**config.mk**
```make
export PLATFORM = sky130hd
export DESIGN_NAME = pam4_tx_link_sequencer
export DESIGN_NICKNAME = d
export VERILOG_FILES = /design/src/rtl/pam4_pkg.sv /design/src/rtl/pam4_rr_arbiter.sv /design/src/rtl/pam4_tx_link_sequencer.sv
export SDC_FILE = /design/constraint.sdc
export NUM_CORES = 1
export LEC_CHECK = 0
export BUFFER_PORTS_ARGS = -buffer_cell sky130_fd_sc_hd__clkbuf_2
export CORE_MARGIN = 10
export CORE_UTILIZATION = 45
export CTS_BUF_LIST = sky130_fd_sc_hd__clkbuf_4 sky130_fd_sc_hd__clkbuf_8
export DETAILED_ROUTE_END_ITERATION = 8
export GPL_ROUTABILITY_DRIVEN = 0
export PLACE_DENSITY = 0.71
export SLEW_MARGIN = 20
export SYNTH_ARGS = -nofsm -noshare
export SYNTH_HDL_FRONTEND = slang
export SYNTH_SLANG_ARGS = --single-unit
```
**constraint.sdc**
```tcl
create_clock -name clk -period 5.8 [get_ports clk]
set_clock_uncertainty 0.05 [all_clocks]
set_input_delay 0 -clock clk [delete_from_list [all_inputs] [get_ports clk]]
set_output_delay 0 -clock clk [all_outputs]
set_load 0.02 [all_outputs]
```
**src/rtl/pam4_pkg.sv**
```systemverilog
// Shared types and constants for the PAM-4 transmit link sequencer.
// Symbol type, sequencer state encoding and training pattern symbols.
package pam4_pkg;

  typedef logic [1:0] pam4_sym_t;

  typedef enum logic [1:0] {
    SEQ_IDLE  = 2'd0,
    SEQ_TRAIN = 2'd1,
    SEQ_DATA  = 2'd2
  } seq_state_t;

  localparam pam4_sym_t PAM4_SYM_MIN = 2'b00;
  localparam pam4_sym_t PAM4_SYM_MAX = 2'b11;

  // Preamble alternates MIN/MAX, starting with MIN at k=0.
  function automatic pam4_sym_t train_sym(input logic odd);
    return odd ? PAM4_SYM_MAX : PAM4_SYM_MIN;
  endfunction

endpackage

```
**src/rtl/pam4_rr_arbiter.sv**
```systemverilog
// Combinational round-robin arbiter: grants the first set req at or after ptr.
// Ports: req/ptr/en in; one-hot gnt and its index gnt_idx out.
module pam4_rr_arbiter #(
  parameter  int N  = 4,
  localparam int IW = $clog2(N)
) (
  input  logic [N-1:0]  req,
  input  logic [IW-1:0] ptr,
  input  logic          en,
  output logic [N-1:0]  gnt,
  output logic [IW-1:0] gnt_idx
);

  logic          w_found;
  logic [IW-1:0] w_idx;
  int            w_j;

  always_comb begin
    gnt     = '0;
    gnt_idx = '0;
    w_found = 1'b0;
    w_idx   = '0;
    w_j     = 0;
    for (int i = 0; i < N; i++) begin
      w_j = int'(ptr) + i;
      if (w_j >= N) w_j = w_j - N;
      w_idx = IW'(w_j);
      if (en && !w_found && req[w_idx]) begin
        w_found    = 1'b1;
        gnt[w_idx] = 1'b1;
        gnt_idx    = w_idx;
      end
    end
  end

endmodule

```
**src/rtl/pam4_tx_link_sequencer.sv**
```systemverilog
// PAM-4 TX link sequencer: training preamble, then round-robin symbol mux.
// Ports: clk, rstn (sync, active-low), enable, retrain, req_symbol,
//   req_valid, req_ready, symbol_out, symbol_out_valid, grant_id,
//   training_active, sym_count (only when PAM4_SEQ_STATS_EN is defined).
module pam4_tx_link_sequencer
  import pam4_pkg::*;
#(
  parameter  int NUM_REQ   = 4,
  parameter  int TRAIN_LEN = 16,
  parameter  int CNT_W     = 32,
  localparam int IW        = $clog2(NUM_REQ),
  localparam int TW        = $clog2(TRAIN_LEN)
) (
  input  logic                 clk,
  input  logic                 rstn,
  input  logic                 enable,
  input  logic                 retrain,
  input  logic [2*NUM_REQ-1:0] req_symbol,
  input  logic [NUM_REQ-1:0]   req_valid,
  output logic [NUM_REQ-1:0]   req_ready,
  output logic [1:0]           symbol_out,
  output logic                 symbol_out_valid,
  output logic [IW-1:0]        grant_id,
  output logic                 training_active
`ifdef PAM4_SEQ_STATS_EN
  ,
  output logic [CNT_W-1:0]     sym_count
`endif
);

  seq_state_t    r_state;
  seq_state_t    w_next;
  logic [IW-1:0] r_ptr;
  logic [TW-1:0] r_k;
  pam4_sym_t     r_sym;
  logic          r_valid;
  logic [IW-1:0] r_gid;
  logic          r_train;

  logic [NUM_REQ-1:0] w_gnt;
  logic [IW-1:0]      w_gidx;
  logic               w_xfer;
  logic               w_emit_train;
  logic               w_enter_train;
  pam4_sym_t          w_syms [NUM_REQ];

  for (genvar gi = 0; gi < NUM_REQ; gi++) begin : g_syms
    assign w_syms[gi] = req_symbol[2*gi +: 2];
  end

  pam4_rr_arbiter #(.N(NUM_REQ)) u_arb (
    .req     (req_valid),
    .ptr     (r_ptr),
    .en      (enable && (r_state == SEQ_DATA)),
    .gnt     (w_gnt),
    .gnt_idx (w_gidx)
  );

  assign req_ready     = w_gnt;
  assign w_xfer        = |w_gnt;
  assign w_emit_train  = enable && (r_state == SEQ_TRAIN);
  assign w_enter_train = (w_next == SEQ_TRAIN) && (r_state != SEQ_TRAIN);

  always_comb begin
    w_next = r_state;
    if (!enable) begin
      w_next = SEQ_IDLE;
    end else begin
      unique case (r_state)
        SEQ_IDLE:  w_next = SEQ_TRAIN;
        SEQ_TRAIN: if (r_k == TW'(TRAIN_LEN - 1)) w_next = SEQ_DATA;
        SEQ_DATA:  if (retrain) w_next = SEQ_TRAIN;
        default:   w_next = SEQ_IDLE;
      endcase
    end
  end

  // Outputs lag the cycle that produced them by one: a preamble symbol k is
  // emitted the cycle after TRAIN with counter k, data the cycle after the
  // handshake. This lets a transfer in the retrain cycle land cleanly.
  always_ff @(posedge clk) begin
    if (!rstn) begin
      r_state <= SEQ_IDLE;
      r_ptr   <= '0;
      r_k     <= '0;
      r_sym   <= '0;
      r_valid <= 1'b0;
      r_gid   <= '0;
      r_train <= 1'b0;
    end else begin
      r_state <= w_next;
      r_train <= w_emit_train;
      if (w_enter_train) r_k <= '0;
      else if (w_emit_train) r_k <= r_k + 1'b1;
      if (w_emit_train) begin
        r_sym   <= train_sym(r_k[0]);
        r_valid <= 1'b1;
        r_gid   <= '0;
      end else if (w_xfer) begin
        r_sym   <= w_syms[w_gidx];
        r_valid <= 1'b1;
        r_gid   <= w_gidx;
        r_ptr   <= (w_gidx == IW'(NUM_REQ - 1)) ? '0 : w_gidx + 1'b1;
      end else begin
        r_valid <= 1'b0;
      end
    end
  end

  assign symbol_out       = r_sym;
  assign symbol_out_valid = r_valid;
  assign grant_id         = r_gid;
  assign training_active  = r_train;

`ifdef PAM4_SEQ_STATS_EN
  logic [CNT_W-1:0] r_cnt;

  // Clear wins over a transfer in the retrain cycle.
  always_ff @(posedge clk) begin
    if (!rstn) begin
      r_cnt <= '0;
    end else if (w_enter_train) begin
      r_cnt <= '0;
    end else if (w_xfer && (r_cnt != '1)) begin
      r_cnt <= r_cnt + 1'b1;
    end
  end

  assign sym_count = r_cnt;
`endif

endmodule
```
==> metrics.txt, run 1 <==
main flop type after synthesis dfxtp_1; initial antenna violation count 0; area of the core 2450 µm²; setup TNS 0 ps; worst skew pair latency 280 ps; ratio of cells with drive above 1 in the final layout 24.5%; Power Dens Cells 145 nW/µm²; cells on worst reg2reg path 9; Reg-to-Reg Start r_ptr[0]; post-synth top area share 24.4%; unrepaired setup endpoints after global routing no; Critical Path RT 5910 ps; Total GRT Usage 11.8%; drt total wl 2950 µm; Area Overhead vs Synth 17.6%; Post-synth EDFFs 0; first-pass GRT wire length 5090 µm; hold-fix buffers at CTS 4; final worst path period need 3640 ps; count leader, synth nor2_1; worst-margin pin slew 820 ps; DR WL/cell 16.0 µm; WHS Path Cells 4; cts repair resizes 0; Worst Hold Path EP symbol_out[0]; drt drc 0; Post-CTS Setup Repair Bufs 0; I/O pin cnt 26; Root Driver clkbuf_4; VDD IR max 0.149 mV; fmax 275 MHz; Vert. Die Dim 70.5 µm; asr flop ratio synth 0%; die area 4970 µm²; Max clock buf depth 2; Final #Nets 181; Critical Path AT 3750 ps; number of port buffers 25; Final Cell Area 1350 µm²; cell leakage power 0.000549 µW; Final Max Slew Viols 0; vias in the first global route 1133; period utilization 62.8%; Mean Syn Cell Area 9.04 µm²; total grt overflow 0; H-Tree Depth 1; largest net degree at the start of global routing 14; drt pass-1 iters 4; cell taking the most area after synthesis dfxtp_1; Synth Instances 127; dpl cells 177; Syn Nets 152; yosys warns 0; placed instance area 1270 µm²; critical setup path kind register to register; Seq/Total Area, Yosys 24.4%; #FFs+latches synth 14; setup slack on the worst flop-to-flop path 2160 ps; status completed; Vias per Instance 5.92; Initial Util 46.8%; hold_ws 137 ps; Horiz. Die Dim 70.5 µm; Hold Crit Class input pin to register; Core Util, Final 55.0%; CP endpoint kind register; via count 1096; final HPWL from detailed placement 2210 µm; Antenna Nets Post-Route 0; Worst-path clk slew 90 ps; Max-Cap Viols 0; Worst setup SP type register; First DRT Iteration DRCs 86; Finished Layout Cells 185; Num CTS Buffers 3; number of diodes 0; Final Hold Viols 0; most frequent cells after synthesis nor2_1 (15), dfxtp_1 (14), ha_1 (9); CTS tree built; Min-Delay Startpoint req_symbol[6]; Rows 18; crit-path max FO 13; RR Endpoint symbol_out[0]; Slew HR 44.6%; largest cells by area after synthesis dfxtp_1 (24%), ha_1 (9.8%), mux4_2 (5.9%), nor2_1 (4.9%), mux4_1 (4.6%); post-synthesis instance area 1150 µm²; CTS sink cnt 14; final setup fails 0; post-synthesis cell type count 41
[stage by stage]
step / total power, µW / setup slack, ps
after global routing: 208 / 1910
after floorplan: 117 / 2740
after CTS: 198 / 2160
after detailed placement: 127 / 2180
after global placement: 125 / 2320
final: 196 / 2160
[placed cells by master (no fill, tap or decap), types with 2 or more instances in the layout]
cell / n
clkbuf_2: 25
nor2_1: 15
dfxtp_1: 14
ha_1: 9
inv_1: 6
nand3_1: 6
a31oi_1: 6
o21ai_0: 5
mux2i_1: 5
a21oi_1: 5
nand3b_1: 4
nor2b_1: 4
a22oi_1: 4
nand2_1: 4
dlygate4sd3_1: 4
mux4_2: 3
xnor2_1: 3
a211oi_1: 3
clkbuf_4: 3
nand2b_1: 2
mux2_2: 2
mux4_1: 2
nor3_1: 2
[worst max path at each step]
stage                     startpoint            end  cells after the start
after floorplan             r_ptr[0]  symbol_out[1]                     12
after global placement      r_ptr[0]  symbol_out[0]                      9
after detailed placement    r_ptr[0]  symbol_out[0]                      9
after CTS                   r_ptr[0]  symbol_out[0]                      9
after global routing        r_ptr[0]  symbol_out[0]                      9
final                       r_ptr[0]  symbol_out[0]                      9
[final cells by class]
class | instances | area (µm²)
Clock buffer | 4 | 36.3
Multi-Input combinational cell | 101 | 802
Tap cell | 30 | 37.5
Sequential cell | 14 | 280
Fill cell | 239 | 1100
Timing Repair Buffer | 30 | 173
Inverter | 6 | 22.5
[routing by layer]
layer	part of all wire (%)	GRT usage (%)	up-vias	wire, µm
li1	-	-	532	-
met1	45	13.7	516	1320
met2	47	19.8	46	1390
met3	7.8	4.94	2	231
met4	0.24	2.19	0	7
met5	0	0	-	0
[registers in the layout, summed over array words and instances, names as in the netlist]
register and flops:
r_k 4, grant_id 2, r_ptr 2, r_state 2, symbol_out 2, symbol_out_valid 1, training_active 1
[report_power, final]
group          leakage [µW]  total [µW]  internal, µW  switching [µW]
Clock             0.0000210        69.4          38.2            31.3
Sequential         0.000113        97.7          97.1           0.568
Combinational      0.000415        29.2          13.9            15.4
Total              0.000549         196           149            47.2
[worst max-delay path, stage by stage (launching register included)]
cell	delay [ps]
dfxtp_1	650
inv_1	290
ha_1	590
mux2i_1	230
mux2_2	250
a211oi_1	80
o41ai_1	790
mux4_2	400
nand3b_1	90
o311ai_1	90
[cells by family after synthesis]
group	count (synthesis)	share of synthesized area [%]
AO/OA/AOI/OAI	32	19.4
XOR/XNOR	4	3.05
adder cells (fa/ha/maj)	9	9.80
buffers and inverters	12	5.77
flip-flops	14	24.4
multiplexers	12	16.8
AND/OR/NAND/NOR	44	20.8
(Power assumes the default switching activity.)
==> run 2: changes to the inputs <==
Settings changed: PLACE_DENSITY 0.71 to 0.74.
Clock period 5.8 ns to 3 ns, I/O delays scaled along.
==> metrics.txt, run 2 (synthesized netlist as in run 1, its figures left out) <==
CTS sink cnt 14; WHS Path Cells 3; crit-path max FO 9; DR WL/cell 15.3 µm; VDD IR max 0.410 mV; Critical Path RT 3110 ps; RR Endpoint symbol_out[0]; Vert. Die Dim 70.5 µm; Critical Path Start r_ptr[1]; Antenna Nets Post-Route 0; largest net degree at the start of global routing 13; Post-CTS Setup Repair Bufs 0; Finished Layout Cells 190; Max-Cap Viols 0; Hold Crit Class input pin to register; Min-Delay Startpoint rstn; Area Overhead vs Synth 21.8%; area of the core 2450 µm²; Rows 18; Final Max Slew Viols 0; drt drc 0; Worst-path clk slew 80 ps; I/O pin cnt 26; dpl cells 183; Worst setup SP type register; cell leakage power 0.000575 µW; commonest non-fill, non-tap cells in the layout clkbuf_2 (25), nor2_1 (15), dfxtp_1 (14); Root Driver clkbuf_4; critical setup path kind register to register; number of port buffers 25; Reg-to-Reg Start r_ptr[1]; status completed; final setup fails 0; first-pass GRT wire length 5040 µm; Total GRT Usage 11.7%; H-Tree Depth 1; ratio of cells with drive above 1 in the final layout 28.7%; die area 4970 µm²; period utilization 91.2%; CP endpoint kind register; First DRT Iteration DRCs 52; fmax 366 MHz; total grt overflow 0; max reg flops 4; cts repair resizes 0; Power Dens Cells 272 nW/µm²; drt total wl 2920 µm; via count 1090; vias in the first global route 1114; Final #Nets 186; setup slack on the worst flop-to-flop path 260 ps; Worst Hold Path EP grant_id[1]; initial antenna violation count 0; Tot Pwr 380 µW; drt pass-1 iters 4; Max clock buf depth 2; Initial Util 46.8%; commonest non-fill, non-tap cell in the layout clkbuf_2; number of diodes 0; Horiz. Die Dim 70.5 µm; Final Hold Viols 0; final worst path period need 2740 ps; Slew HR 68.6%; CTS tree built; worst skew pair latency 280 ps; Top reg by flops r_k; final HPWL from detailed placement 2270 µm; unrepaired setup endpoints after global routing no; Num CTS Buffers 3; Vias per Instance 5.74; setup TNS 0 ps; worst-margin pin slew 470 ps; Critical Path AT 2840 ps; cells on worst reg2reg path 10
## run 2: cell count changes in the layout (fill, tap and decap cells not counted)
cell	delta
a31oi_2	+2
dlygate4sd3_1	-1
a31oi_1	-2
buf_4	+6
## run 2: how the worst max path moves through the flow
stage | endpoint | slack, ps
2_1_floorplan | symbol_out[0] | 1
3_3_place_gp | symbol_out[1] | 340
3_5_place_dp | symbol_out[0] | 270
4_1_cts | symbol_out[0] | 240
5_1_grt | symbol_out[0] | 60
6_report | symbol_out[0] | 260
## run 2: worst max-delay path: stages (launching register included)
cell,delay (ps)
dfxtp_1,340
inv_1,60
ha_1,310
buf_4,180
nor4bb_1,290
a22o_1,270
nor3_1,90
a211o_1,390
mux4_2,440
nand3b_1,100
o311ai_1,90
## run 2: timing repair
| item | in CTS | in global routing |
|---|---|---|
| endpoints found under the hold margin | 2 | 0 |
| endpoints found under the setup margin | 0 | 0 |
| hold buffers | 3 | 0 |
## run 2: final cells by class
cell class	count	area (µm²)
clock buffers	4	36.3
flip-flops and latches	14	280
well taps	30	37.5
inverters	6	22.5
repair buffers	35	208
fillers	223	1060
multi-input cells	101	815
## run 2: per-layer routing
metal	track usage [%]	vias to the layer above	routed length, µm
li1	-	542	-
met1	14.4	518	1330
met2	19.3	28	1420
met3	3.25	2	144
met4	3.07	0	17
met5	0	-	0
## run 2: stage by stage
step / utilization [%] / cell area (µm²) / hold slack (ps) / setup slack, ps
4_1_cts: 57.0 / 1400 / 1.10 / 242
5_1_grt: 57.0 / 1400 / 28.1 / 55.8
3_5_place_dp: 54.3 / 1330 / 251 / 273
3_3_place_gp: 54.3 / 1330 / 222 / 338
6_report: 57.0 / 1400 / 7.77 / 265
2_1_floorplan: - / 1160 / 83.4 / 1.05
## run 2: where the power goes
part / switching (µW) / internal [µW] / total, µW / leakage, µW
combinational: 29.1 / 26.0 / 55.1 / 0.000441
sequential: 1.21 / 188 / 189 / 0.000113
clock: 62.5 / 73.9 / 136 / 0.0000210
total: 92.8 / 288 / 380 / 0.000575
==> run 3: changes to the inputs <==
Settings changed: CORE_UTILIZATION 45 to 50, CTS_CLUSTER_DIAMETER set to 30, PLACE_DENSITY 0.74 to 0.81.
==> metrics.txt, run 3 (synthesized netlist as in run 1, its figures left out) <==
Seq. cell area 280 µm²; First DRT Iteration DRCs 84; Total GRT Usage 12.8%; critical setup path kind register to register; Max clock buf depth 2; Final Hold Viols 0; Reg-to-Reg Start r_ptr[0]; initial antenna violation count 0; cell leakage power 0.000575 µW; Power Dens Cells 271 nW/µm²; drt total wl 2840 µm; unrepaired setup endpoints after global routing no; total grt overflow 0; WHS Path Cells 3; largest net degree at the start of global routing 13; Min-Delay Startpoint rstn; final HPWL from detailed placement 2150 µm; Hold Crit Class input pin to register; number of diodes 0; VDD IR max 0.234 mV; ratio of cells with drive above 1 in the final layout 28.7%; Initial Util 52.4%; RR Endpoint symbol_out[0]; Max-Cap Viols 0; Area Overhead vs Synth 21.6%; cells on worst reg2reg path 9; commonest non-fill, non-tap cell in the layout clkbuf_2; Worst-path clk slew 90 ps; Rows 17; Tot Pwr 379 µW; drt pass-1 iters 4; Final #Nets 186; worst-margin pin slew 461 ps; fmax 363 MHz; area of the core 2190 µm²; Worst Hold Path EP grant_id[0]; worst skew pair latency 280 ps; Core Util, Final 63.7%; drt drc 0; Antenna Nets Post-Route 0; I/O pin cnt 26; Horiz. Die Dim 67.9 µm; cts repair resizes 0; Vert. Die Dim 67.9 µm; Top reg by flops r_k; first-pass GRT wire length 4840 µm; die area 4610 µm²; Root Driver clkbuf_4; CP endpoint kind register; H-Tree Depth 1; Critical Path RT 3110 ps; Fillers 192; period utilization 91.9%; commonest non-fill, non-tap cells in the layout clkbuf_2 (25), nor2_1 (15), dfxtp_1 (14); Slew HR 69.2%; Vias per Instance 5.87; hold-fix buffers at CTS 3; CTS sink cnt 14; setup TNS 0 ps; max reg flops 4; Post-CTS Setup Repair Bufs 0; vias in the first global route 1112; status completed; Worst setup SP type register; Finished Layout Cells 188; Final Max Slew Viols 0; Critical Path AT 2860 ps; final setup fails 0; number of port buffers 25; via count 1104; multi-input logic area 815 µm²; crit-path max FO 5; CTS tree built; dpl cells 181; setup slack on the worst flop-to-flop path 240 ps; DR WL/cell 15.1 µm; hold_ws 7.32 ps; final worst path period need 2760 ps; Num CTS Buffers 3
run 3: cell counts in the layout (fill, tap and decap cells not counted):
No cell type changed its count.
run 3: worst max path at each step:
stage	cells after the start	start	slack, ps	end
3_3_place_gp	9	r_ptr[0]	350	symbol_out[0]
4_1_cts	9	r_ptr[0]	260	symbol_out[0]
3_5_place_dp	9	r_ptr[0]	270	symbol_out[0]
2_1_floorplan	11	r_ptr[0]	1	symbol_out[0]
6_report	9	r_ptr[0]	240	symbol_out[0]
5_1_grt	10	r_ptr[0]	80	symbol_out[0]
run 3: where the power goes:
group	internal, µW	switching [µW]	total, µW
Combinational	26.0	28.7	54.7
Clock	73.8	61.4	135
Sequential	188	0.995	189
run 3: worst max-delay path, cell delays in order, from the launching register on:
cell	delay (ps)
dfxtp_1	340
inv_1	60
ha_1	330
or3b_1	400
a211oi_2	340
nor3_1	90
a211o_1	380
mux4_2	450
nand3b_1	100
o311ai_1	90
run 3: metal layers:
metal  wire, µm  part of all wire, %  track usage, %
met1       1140                   40            13.9
met2       1490                   53            22.8
met3        183                  6.4            4.08
met4         28                 0.99            4.52
met5          0                    0               0
run 3: stage by stage:
| stage | cell area, µm² | setup WS (ps) |
|---|---|---|
| CTS | 1400 | 256 |
| finish | 1400 | 244 |
| detailed placement | 1330 | 274 |
| floorplan | 1160 | 1.05 |
| global placement | 1330 | 345 |
| global route | 1400 | 84.6 |
run 3: cell type report:
class | instances | share of cell area (%)
multi-input cells | 101 | 58.3
flip-flops and latches | 14 | 20.1
repair buffers | 35 | 14.9
clock buffers | 4 | 2.60
well taps | 28 | 2.51
inverters | 6 | 1.61
